--- src/rtl/mul16_shift_add_if.sv ---
`default_nettype none
// ============================================================================
// Module   : mul16_shift_add_if
// Purpose  : Start/done handshake bundle for the shift-and-add multiplier.
// Revision : 1.0 - initial release
// ============================================================================
interface mul16_shift_add_if #(
    parameter int WIDTH = 16
);
    logic                 start;
    logic [WIDTH-1:0]     a;
    logic [WIDTH-1:0]     b;
    logic                 busy;
    logic                 done;
    logic [2*WIDTH-1:0]   product;

    modport master (output start, a, b, input  busy, done, product);
    modport slave  (input  start, a, b, output busy, done, product);
endinterface
`default_nettype wire

--- src/rtl/mul16_shift_add.sv ---
`default_nettype none
// ============================================================================
// Module   : mul16_shift_add
// Purpose  : Sequential 16x16 unsigned radix-2 shift-and-add multiplier built
//            on four chained 4-bit carry-lookahead slices.
// Revision : 1.0 - initial release
// ============================================================================
module adder4 (
    input  wire logic [3:0] i_x,
    input  wire logic [3:0] i_y,
    input  wire logic       i_cin,
    output logic      [3:0] o_s,
    output logic            o_cout
);
    logic [3:0] w_g;
    logic [3:0] w_p;
    logic [4:0] w_c;

    assign w_g = i_x & i_y;
    assign w_p = i_x ^ i_y;

    // Every carry is a flat sum of products of g/p and cin.
    assign w_c[0] = i_cin;
    assign w_c[1] = w_g[0] | (w_p[0] & i_cin);
    assign w_c[2] = w_g[1] | (w_p[1] & w_g[0]) | (w_p[1] & w_p[0] & i_cin);
    assign w_c[3] = w_g[2] | (w_p[2] & w_g[1]) | (w_p[2] & w_p[1] & w_g[0])
                  | (w_p[2] & w_p[1] & w_p[0] & i_cin);
    assign w_c[4] = w_g[3] | (w_p[3] & w_g[2]) | (w_p[3] & w_p[2] & w_g[1])
                  | (w_p[3] & w_p[2] & w_p[1] & w_g[0])
                  | (w_p[3] & w_p[2] & w_p[1] & w_p[0] & i_cin);

    assign o_s    = w_p ^ w_c[3:0];
    assign o_cout = w_c[4];
endmodule

module mul16_shift_add #(
    parameter int WIDTH = 16
) (
    input  wire logic           clk,
    input  wire logic           rst,
    mul16_shift_add_if.slave    bus
);
    localparam logic [0:0] c_IDLE = 1'b0;
    localparam logic [0:0] c_RUN  = 1'b1;
    localparam logic [3:0] c_LAST = 4'd15;
    localparam int         c_NSLICE = WIDTH / 4;

    logic [0:0]           r_state;
    logic [0:0]           w_state_nxt;
    logic [WIDTH-1:0]     r_mcand;
    logic [WIDTH-1:0]     r_acc_hi;
    logic [WIDTH-1:0]     r_acc_lo;
    logic [3:0]           r_cnt;
    logic                 r_done;
    logic [2*WIDTH-1:0]   r_product;

    logic                 w_busy;
    logic                 w_accept;
    logic                 w_last;
    logic [c_NSLICE:0]    w_carry;
    logic [WIDTH-1:0]     w_sum;
    logic                 w_c;
    logic [WIDTH-1:0]     w_s;
    logic [2*WIDTH-1:0]   w_shifted;

    assign w_carry[0] = 1'b0;
    for (genvar gi = 0; gi < c_NSLICE; gi++) begin : g_slice
        adder4 u_add (
            .i_x    (r_acc_hi[4*gi +: 4]),
            .i_y    (r_mcand[4*gi +: 4]),
            .i_cin  (w_carry[gi]),
            .o_s    (w_sum[4*gi +: 4]),
            .o_cout (w_carry[gi+1])
        );
    end

    assign w_c       = r_acc_lo[0] ? w_carry[c_NSLICE] : 1'b0;
    assign w_s       = r_acc_lo[0] ? w_sum : r_acc_hi;
    // 33-bit right shift: the carry lands in the top bit so it is never lost.
    assign w_shifted = {w_c, w_s, r_acc_lo[WIDTH-1:1]};

    // State register
    always_ff @(posedge clk) begin
        if (rst) begin
            r_state <= c_IDLE;
        end else begin
            r_state <= w_state_nxt;
        end
    end

    // Next-state logic
    always_comb begin
        w_state_nxt = r_state;
        case (r_state)
            c_IDLE:  if (bus.start)          w_state_nxt = c_RUN;
            c_RUN:   if (r_cnt == c_LAST)    w_state_nxt = c_IDLE;
            default:                         w_state_nxt = c_IDLE;
        endcase
    end

    // Output / control decode
    always_comb begin
        w_busy   = 1'b0;
        w_accept = 1'b0;
        w_last   = 1'b0;
        case (r_state)
            c_IDLE:  w_accept = bus.start;
            c_RUN: begin
                w_busy = 1'b1;
                w_last = (r_cnt == c_LAST);
            end
            default: ;
        endcase
    end

    always_ff @(posedge clk) begin
        if (rst) begin
            r_mcand   <= '0;
            r_acc_hi  <= '0;
            r_acc_lo  <= '0;
            r_cnt     <= '0;
            r_done    <= 1'b0;
            r_product <= '0;
        end else begin
            r_done <= w_last;
            if (w_accept) begin
                r_mcand  <= bus.a;
                r_acc_hi <= '0;
                r_acc_lo <= bus.b;
                r_cnt    <= '0;
            end else if (w_busy) begin
                {r_acc_hi, r_acc_lo} <= w_shifted;
                r_cnt                <= r_cnt + 4'd1;
                if (w_last) begin
                    r_product <= w_shifted;
                end
            end
        end
    end

    assign bus.busy    = w_busy;
    assign bus.done    = r_done;
    assign bus.product = r_product;
endmodule
`default_nettype wire
--- src/flat_wrapper.sv ---
// flat-port wrapper written by rule: the top's interface ports become plain ports
module mul16_shift_add_flat 
#(
    parameter int WIDTH = 16
)
  (clk, rst, bus_start, bus_a, bus_b, bus_busy, bus_done, bus_product);
  mul16_shift_add_if #(.WIDTH(WIDTH)) bus_i ();
  input  wire logic clk;
  input  wire logic rst;
  input wire logic [$bits(bus_i.start)-1:0] bus_start;
  input wire logic [$bits(bus_i.a)-1:0] bus_a;
  input wire logic [$bits(bus_i.b)-1:0] bus_b;
  output wire logic [$bits(bus_i.busy)-1:0] bus_busy;
  output wire logic [$bits(bus_i.done)-1:0] bus_done;
  output wire logic [$bits(bus_i.product)-1:0] bus_product;
  assign bus_i.start = bus_start;
  assign bus_i.a = bus_a;
  assign bus_i.b = bus_b;
  assign bus_busy = bus_i.busy;
  assign bus_done = bus_i.done;
  assign bus_product = bus_i.product;
  mul16_shift_add #(.WIDTH(WIDTH)) u_core (.clk(clk), .rst(rst), .bus(bus_i));
endmodule
--- config.mk ---
export PLATFORM = sky130hd
export DESIGN_NAME = mul16_shift_add_flat
export DESIGN_NICKNAME = d
export VERILOG_FILES = /design/src/rtl/mul16_shift_add_if.sv /design/src/rtl/mul16_shift_add.sv /design/src/flat_wrapper.sv
export SDC_FILE = /design/constraint.sdc
export NUM_CORES = 1
export LEC_CHECK = 0
export CAP_MARGIN = 15
export CELL_PAD_IN_SITES_DETAIL_PLACEMENT = 2
export CELL_PAD_IN_SITES_GLOBAL_PLACEMENT = 2
export CORE_ASPECT_RATIO = 1.25
export CORE_UTILIZATION = 35
export CTS_BUF_LIST = sky130_fd_sc_hd__clkbuf_8
export DETAILED_ROUTE_END_ITERATION = 16
export GPL_TIMING_DRIVEN = 0
export PLACE_DENSITY_LB_ADDON = 0.1
export SLEW_MARGIN = 20
export SYNTH_ARGS = -nofsm -noshare
export SYNTH_HDL_FRONTEND = slang
export SYNTH_SLANG_ARGS = --single-unit
export TNS_END_PERCENT = 100
--- constraint.sdc ---
create_clock -name clk -period 7.3 [get_ports clk]
set_clock_uncertainty 0.1 [all_clocks]
set_input_delay 2.19 -clock clk [delete_from_list [all_inputs] [get_ports clk]]
set_output_delay 2.19 -clock clk [all_outputs]
set_load 0.05 [all_outputs]
======== Yosys cells after proc, flatten, opt, wreduce, memory -nomap -nowiden ========
Index checks and enable logic that the tools add are counted.
storage, ports and cells
  word-level logic and storage cells ...... 129
  latch bits .............................. 0
  output and inout bits ................... 34
  bits in read-only memories .............. 0
  RAM bits ................................ 0
  memories kept ........................... 0
  flip-flop bits (word level) ............. 86
  input bits .............................. 35
operators by class
  bitwise logic cells ..................... 107
  $mul .................................... 0
  divide/modulo/power cells ............... 0
  eq/ne operators ......................... 1
  reduce and logical (&&, ||, !) cells .... 3
  $add $sub $neg .......................... 1
  $lt $le $gt $ge ......................... 0
  mux-type cells .......................... 10
  shift operators ......................... 0
operator list
  operator               number
  $and A1 B1 Y1          57
  $mux W16               3
  $or A1 B1 Y1           36
  $xor A4 B4 Y4          8
  $and A4 B4 Y4          4
  $mux W1                6
  $add A4 B1 Y4 const B  1
  $eq A4 B4 Y1 const B   1
  $reduce_and A3 Y1      1
  $not A1 Y1             2
  $pmux W1 S2            1
  $reduce_bool A2 Y1     1
  $reduce_or A2 Y1       1

======== Longest topological paths before layout ========
Gate-level depths: netlist of run 1.
  depth after elaboration ................. 15
  depth in mapped cells ................... 11
  depth with buffers taken out ............ 10

======== Modules after synthesis ========
From an unflattened synthesis of run 1, not the netlist that was laid out.
unflattened totals
  cell total of the unflattened synthesis .. 393
  area total of the unflattened synthesis .. 3852.4 um^2
by module, submodules not included
  module           sequential area each (um^2)  area an instance (um^2)  cells an instance  instances
  mul16_shift_add  1721.7                       3261.9                   325                1
  adder4           0.0                          147.6                    17                 4

======== Least setup slack after synthesis of run 1 ========
No wires, ideal clock.
  kind .................................... input to register
  start point ............................. input bus_start
  end point ............................... register u_core.r_acc_lo[14]
  setup time .............................. 128 ps
  stages .................................. 6
  path slack .............................. 3623 ps
  arrival time ............................ 3450 ps
  cells stage by stage .................... clkbuf_1 > buf_1 > mux2i_1 > nor2_1 > a21oi_1 > nor2_1
on the way
  longest elaborated chain between the ends .. 2
  elaborated cells on any way between the ends .. 3
  those cells by class .................... mux: 2; reduce/logical: 1
RTL lines
  what                                            RTL line                source
  start, declared                                 flat_wrapper.sv:10      input wire logic [$bits(bus_i.start)-1:0] bus_start;
  $mux W1 *                                       mul16_shift_add.sv:106  case (r_state)
  $mux W16 or $reduce_bool A2 Y1 (tied branches)  n/a
  end signal, assigned                            mul16_shift_add.sv:129  r_acc_lo <= bus.b;
  end signal, assigned                            mul16_shift_add.sv:132  {r_acc_hi, r_acc_lo} <= w_shifted;
  end, declared                                   mul16_shift_add.sv:52   logic [WIDTH-1:0] r_acc_lo;
Every way passes the cells marked *; elsewhere a longest branch is shown, timed or not.
A chain may end at the register's enable or synchronous reset.

======== Worst setup path after layout of run 1 ========
  start point ............................. input bus_start
  end point ............................... register u_core.r_mcand[15]
on the way
  longest elaborated chain between the ends .. 1
RTL lines
  what                  RTL line                source
  $mux W1               mul16_shift_add.sv:106
  end signal, assigned  mul16_shift_add.sv:127  r_mcand <= bus.a;
  end, declared         mul16_shift_add.sv:50   logic [WIDTH-1:0] r_mcand;
Every way passes these cells.

==> metrics.md, run 1 <==
| Metric | Value |
|---|---|
| Number of diodes | `0` |
| Critical path's most frequent cell | `clkbuf_1` |
| Ys Warns | `0` |
| Yosys cell types | `41` |
| Synth top area share | `43.2%` |
| CP top delay family | `buffers and inverters` |
| Fin. Hold Viols | `0` |
| PortBufs | `67` |
| Worst Tran Pin Value | `882 ps` |
| Commonest cells post-synth | `nand2_1 (87), dfxtp_1 (86), nor2_1 (72)` |
| Grt total ovfl | `0` |
| Crit path max fanout | `10` |
| GRT Total Usage | `23.5%` |
| Hold-fix buffers, CTS | `0` |
| Placed insts | `684` |
| RSZ-0062 raised after global routing | `no` |
| Worst vdd ir | `0.0816 mV` |
| Placed instance area | `4820 µm²` |
| Area of the die | `11800 µm²` |
| Slew Limit Fails | `0` |
| Die Ht | `121 µm` |
| Sequential-to-total area share from yosys stat | `43.2%` |
| Initial antenna violation count | `0` |
| GPL Wtd Cong | `0.863` |
| Total Power | `969 µW` |
| CTS tree | `done` |
| Width of the die | `97.4 µm` |
| Vias in the first global route | `4200` |
| Req. time, crit path | `7490 ps` |
| Clk sinks | `86` |
| H-tree Lvls | `3` |
| Iteration-0 DRC Markers | `73` |
| CP Cell Sequence | `clkdlybuf4s50_1 > clkbuf_1 > nor2b_1 > clkbuf_1 > clkbuf_1 > nand2_1 > a21oi_1` |
| Kind of critical path | `primary input to flip-flop` |
| Clock transition at path regs | `90 ps` |
| # fillers | `1258` |
| Setup violations, final | `0` |
| Largest net degree at the start of global routing | `14` |
| Most area-consuming cells after synthesis | `dfxtp_1 (43%), nand2_1 (8.2%), a21oi_1 (7.9%)` |
| Worst hold path class | `flip-flop to flip-flop` |
| DRT antenna net count | `0` |
| Leakage Power | `1.87 nW` |
| Ys async rst share | `0%` |
| Period utilization | `60.5%` |
| # IOs | `69` |
| Outcome | `completed` |
| Top-count cell post-synth | `nand2_1` |
| First-pass GRT wire length | `21.4 mm` |
| Crit path capture type | `flip-flop` |
| Max Clk Rate | `227 MHz` |
| Crit-path slowest cell | `clkbuf_1` |
| Max Cap Viol | `0` |
| Power Density | `193 nW/µm²` |
| Setup crit start kind | `primary input` |
| Core Area | `11100 µm²` |
| CTS Root Cell | `clkbuf_8` |
| Layout cells sized above 1 | `3.54%` |
| Syn_area_per_cell | `8.27 µm²` |
| Number of flops mapped to enable cells by yosys | `0` |
| Wirelength per Cell | `18.6 µm` |
| Synth-to-layout area growth | `26.1%` |
| Row cnt | `43` |
| Tmin final | `4410 ps` |
| Cts repair resizes | `0` |
| Top FF cell, synth | `dfxtp_1` |
| Setup TNS | `0 ps` |
| Post-CTS Setup Bufs | `0` |
| Max-Slew Margin vs Limit | `39.7%` |
| Detailed Place HPWL | `9.96 mm` |
| Clk buf depth | `2` |
| Final nets | `616` |
| Clk Latency, worst-skew pair | `370 ps` |
| Post-Syn Nets | `538` |
| Num CTS Buffers | `9` |
| Aggregate routed wire length | `13.1 mm` |
| Syn Inst Count | `482` |
| Initial core utilization | `36.0%` |
| Vias per cell | `5.33` |
| Crit path buf inv count | `4` |
| 1st-pass router iterations | `4` |
| Synth Register Bits | `86` |
| Post-route DRC | `0` |
| Worst Path Arrival | `4610 ps` |
| Post-route cell area | `5020 µm²` |
| Vias | `3734` |
| Final Non-Filler Cells | `700` |
| Post-synth top area cell | `dfxtp_1` |
| Netlist Area Pre-Place | `3990 µm²` |
| Largest stage delay, worst path | `530 ps` |
[worst paths after layout]
kind | startpoint | to | slack (ps) | depth (start not counted)
hold / removal | u_core.bus.product[13] | u_core.bus.product[13] | 360 | 2
setup reg to reg | u_core.r_acc_hi[4] | u_core.r_acc_hi[12] | 4370 | 10
setup / recovery | bus_start | u_core.r_mcand[15] | 2890 | 7
hold reg to reg | u_core.bus.product[13] | u_core.bus.product[13] | 360 | 2
[metrics by stage]
stage | hold slack (ps) | util (%) | setup WS (ps)
CTS | 363 | 45.3 | 2860
global route | 390 | 45.3 | 2710
global placement | 345 | 43.5 | 2590
detailed placement | 345 | 43.5 | 2450
finish | 358 | 45.3 | 2890
floorplan | 340 | - | 3620
[metal layers]
metal  share of wire (%)  routed length [µm]  track usage [%]
met1                  40                5220             24.9
met2                  55                7170             45.8
met3                 2.5                 332             3.28
met4                 2.5                 332             10.0
met5                   0                   0                0
[kinds of logic (layout without fill, tap and decap cells)]
group / Yosys count / after routing / share of synthesized area, %
AO/OA/AOI/OAI: 115 / 115 / 17.9
XOR/XNOR: 9 / 9 / 1.98
adder cells (fa/ha/maj): 21 / 21 / 7.35
buffers and inverters: 42 / 125 / 4.05
flip-flops: 86 / 86 / 43.2
multiplexers: 29 / 29 / 7.32
AND/OR/NAND/NOR: 180 / 180 / 18.2
[final cells by class]
| class | count | area, µm² | area share [%] |
|---|---|---|---|
| Sequential cell | 86 | 1720 | 34.3 |
| Multi-Input combinational cell | 354 | 2100 | 41.8 |
| Clock inverter | 5 | 48.8 | 0.971 |
| Clock buffer | 11 | 151 | 3.01 |
| Tap cell | 135 | 169 | 3.36 |
| Inverter | 8 | 30.0 | 0.598 |
| Buffer | 34 | 131 | 2.61 |
| Timing Repair Buffer | 67 | 671 | 13.3 |
[cell usage in the layout (no fill, tap or decap), types with 5 or more instances in the layout]
master,n
buf_1,6
a211oi_1,20
nor2_1,72
a21oi_1,63
dfxtp_1,86
clkbuf_8,11
clkbuf_1,27
ha_1,17
xnor2_1,6
clkdlybuf4s50_1,67
nand2_1,87
o21ai_0,5
inv_1,9
mux2i_1,28
[worst min-delay path: cells and delay by family, from the launching register on]
family / cells / cell delay (ps)
flip-flops: 1 / 320
AND/OR/NAND/NOR: 1 / 50
AO/OA/AOI/OAI: 1 / 50
[flip-flops by register name (all words and copies together), names as in the netlist]
signal	cells
u_core.bus.done	1
u_core.bus.product	32
u_core.r_acc_hi	16
u_core.r_acc_lo	16
u_core.r_cnt	4
u_core.r_mcand	16
u_core.r_state	1
[power by group]
part           switching (mW)  internal (mW)
registers              0.0128          0.484
logic                  0.0737         0.0509
clock network           0.174          0.174
total                   0.261          0.709
(Power assumes the default switching activity.)
==> inputs of run 2 (changes only) <==
CORE_UTILIZATION = 29   (was 35)
clock period = 4 ns   (was 7.3 ns; I/O delays follow)
==> run 2 against run 1 <==
Global-route usage down 3.2 points. Non-clock buffer count unchanged. Register-to-register slack got worse by 3300 ps. Critical endpoint is now u_core.r_mcand[3]. Via count grew 0.86%. Routed wire length up 3.1%. First-iteration DRC count rose by 2.7%.
==> metrics.md, run 2 (synthesis gave the netlist of run 1 again) <==
| Metric | Value |
|---|---|
| Crit-path slowest cell | `clkbuf_1 (unchanged)` |
| Max reg flops | `32 (unchanged)` |
| Iteration-0 DRC Markers | `75 (was 73)` |
| Hold depth | `2 (unchanged)` |
| # IOs | `69 (unchanged)` |
| Initial antenna violation count | `0 (unchanged)` |
| Clock transition at path regs | `90 ps (about the same)` |
| 1st-pass router iterations | `4 (unchanged)` |
| Commonest non-fill, non-tap cell in the layout | `nand2_1 (unchanged)` |
| Worst Tran Pin Value | `835 ps (was 882 ps)` |
| Worst hold path class | `flip-flop to flip-flop (unchanged)` |
| Setup crit start kind | `primary input (unchanged)` |
| Most frequent cells in the layout | `nand2_1 (87), dfxtp_1 (86), nor2_1 (72), clkdlybuf4s50_1 (67), a21oi_1 (63) (unchanged)` |
| Post-route DRC | `0 (unchanged)` |
| Tmin final | `3400 ps` |
| H-tree Lvls | `3 (unchanged)` |
| Worst Path Arrival | `3590 ps (was 4610 ps)` |
| Kind of critical path | `primary input to flip-flop (unchanged)` |
| Worst vdd ir | `0.165 mV (was 0.0816 mV)` |
| Clk sinks | `86 (unchanged)` |
| Critical R2R Capture | `u_core.r_acc_hi[12] (unchanged)` |
| GPL Wtd Cong | `0.829 (was 0.863)` |
| R2R depth | `10 (unchanged)` |
| Wirelength per Cell | `18.3 µm (was 18.6 µm)` |
| Max-Slew Margin vs Limit | `42.9% (was 39.7%)` |
| CTS Root Cell | `clkbuf_8 (unchanged)` |
| Vias per cell | `5.12 (was 5.33)` |
| Die Ht | `133 µm (was 121 µm)` |
| CP Cell Sequence | `clkdlybuf4s50_1 > clkbuf_1 > nor2b_1 > clkbuf_1 > clkbuf_1 > nand2_1 > a21oi_1 (unchanged)` |
| DRT antenna net count | `0 (unchanged)` |
| Setup violations, final | `0 (unchanged)` |
| Post-CTS Setup Bufs | `0 (unchanged)` |
| Num CTS Buffers | `9 (unchanged)` |
| Crit path max fanout | `10 (unchanged)` |
| Vias in the first global route | `4230 (was 4200)` |
| Largest net degree at the start of global routing | `15 (was 14)` |
| Largest stage delay, worst path | `520 ps (was 530 ps)` |
| Aggregate routed wire length | `13.5 mm (was 13.1 mm)` |
| Max Cap Viol | `0 (unchanged)` |
| Total Power | `1.99 mW (was 969 µW)` |
| Vias | `3766 (was 3734)` |
| Crit path capture type | `flip-flop (unchanged)` |
| Critical path's most frequent cell | `clkbuf_1 (unchanged)` |
| Outcome | `completed (unchanged)` |
| Worst reg2reg path startpoint | `u_core.r_acc_hi[4] (unchanged)` |
| Number of diodes | `0 (unchanged)` |
| Hold endpoint | `u_core.bus.product[11] (was u_core.bus.product[13])` |
| Grt total ovfl | `0 (unchanged)` |
| Detailed Place HPWL | `10.2 mm (was 9.96 mm)` |
| Post-route setup slack | `603 ps (was 2890 ps)` |
| Cts repair resizes | `0 (unchanged)` |
| Area of the die | `14200 µm² (was 11800 µm²)` |
| Hold-fix buffers, CTS | `0 (unchanged)` |
| First-pass GRT wire length | `22.1 mm (was 21.4 mm)` |
| Power Density | `387 nW/µm² (was 193 nW/µm²)` |
| Multi-input logic area | `2100 µm² (unchanged)` |
| Hold_sp | `u_core.bus.product[11] (was u_core.bus.product[13])` |
| Synth-to-layout area growth | `29.2% (was 26.1%)` |
| Max Clk Rate | `294 MHz` |
| Reg2Reg Setup Slack | `1090 ps (was 4370 ps)` |
| Period utilization | `84.9%` |
| Req. time, crit path | `4200 ps (was 7490 ps)` |
| Final nets | `616 (unchanged)` |
| Sequential cell area | `1720 µm² (unchanged)` |
| Layout cells sized above 1 | `3.72% (was 3.54%)` |
| DP Worst Slack | `106 ps (was 2450 ps)` |
| Clk Latency, worst-skew pair | `370 ps (about the same)` |
| Clk buf depth | `2 (unchanged)` |
| GRT Total Usage | `20.2% (was 23.5%)` |
| Core Area | `13300 µm² (was 11100 µm²)` |
| PortBufs | `67 (unchanged)` |
| Width of the die | `107 µm (was 97.4 µm)` |
| Fin. Hold Viols | `0 (unchanged)` |
| Setup TNS | `0 ps (unchanged)` |
| # fillers | `1499 (was 1258)` |
| Initial core utilization | `29.9% (was 36.0%)` |
| CTS tree | `done (unchanged)` |
| Leakage Power | `1.90 nW (was 1.87 nW)` |
| Slew Limit Fails | `0 (unchanged)` |
| Row cnt | `47 (was 43)` |
| RSZ-0062 raised after global routing | `no (unchanged)` |
==> run 2: cell count changes in the layout (fill, tap and decap cells not counted) <==
cell       delta
clkinv_4      +1
clkinv_2      -3
inv_1         -1
bufinv_16     +3
==> run 2: how the worst max path moves through the flow <==
stage | startpoint | cells after the start | end | slack (ps)
2_1_floorplan | bus_start | 6 | u_core.r_acc_lo[14] | 1310
3_3_place_gp | bus_start | 7 | u_core.r_mcand[3] | 220
3_5_place_dp | bus_start | 7 | u_core.r_mcand[3] | 110
4_1_cts | bus_start | 7 | u_core.r_mcand[3] | 500
5_1_grt | bus_start | 7 | u_core.r_mcand[3] | 350
6_report | bus_start | 7 | u_core.r_mcand[3] | 600
==> run 2: critical path: cells and delay by family <==
kind / cells / cell delay (ps)
AOI/OAI and AO/OA: 1 / 150
buffers and inverters: 4 / 1900
and+or+nand+nor: 2 / 330
==> run 2: final cells by class <==
| type | instances | share of cell area [%] |
|---|---|---|
| Timing Repair Buffer | 67 | 13.0 |
| Multi-Input combinational cell | 354 | 40.8 |
| Buffer | 34 | 2.55 |
| Sequential cell | 86 | 33.4 |
| Tap cell | 171 | 4.15 |
| Clock inverter | 5 | 2.50 |
| Inverter | 8 | 0.583 |
| Clock buffer | 11 | 2.94 |
==> run 2: metrics by stage <==
stage	instances	util [%]	hold slack [ps]	instance area, µm²
2_1_floorplan	482	-	340	3990
3_3_place_gp	720	36.5	345	4870
3_5_place_dp	720	36.5	353	4870
4_1_cts	736	38.6	369	5150
5_1_grt	736	38.6	386	5150
6_report	736	38.6	364	5150
==> run 2: layer usage <==
layer	track usage [%]	vias to the layer above	part of all wire [%]
met5	0	-	0
met4	6.24	0	1.9
met3	3.60	17	3.1
met2	38.7	59	55
met1	22.2	1881	40
li1	-	1809	-
==> run 2: report_power, final <==
group	internal [mW]	switching, mW
clock network	0.514	0.342
registers	0.883	0.0230
logic	0.0928	0.137
total	1.49	0.502
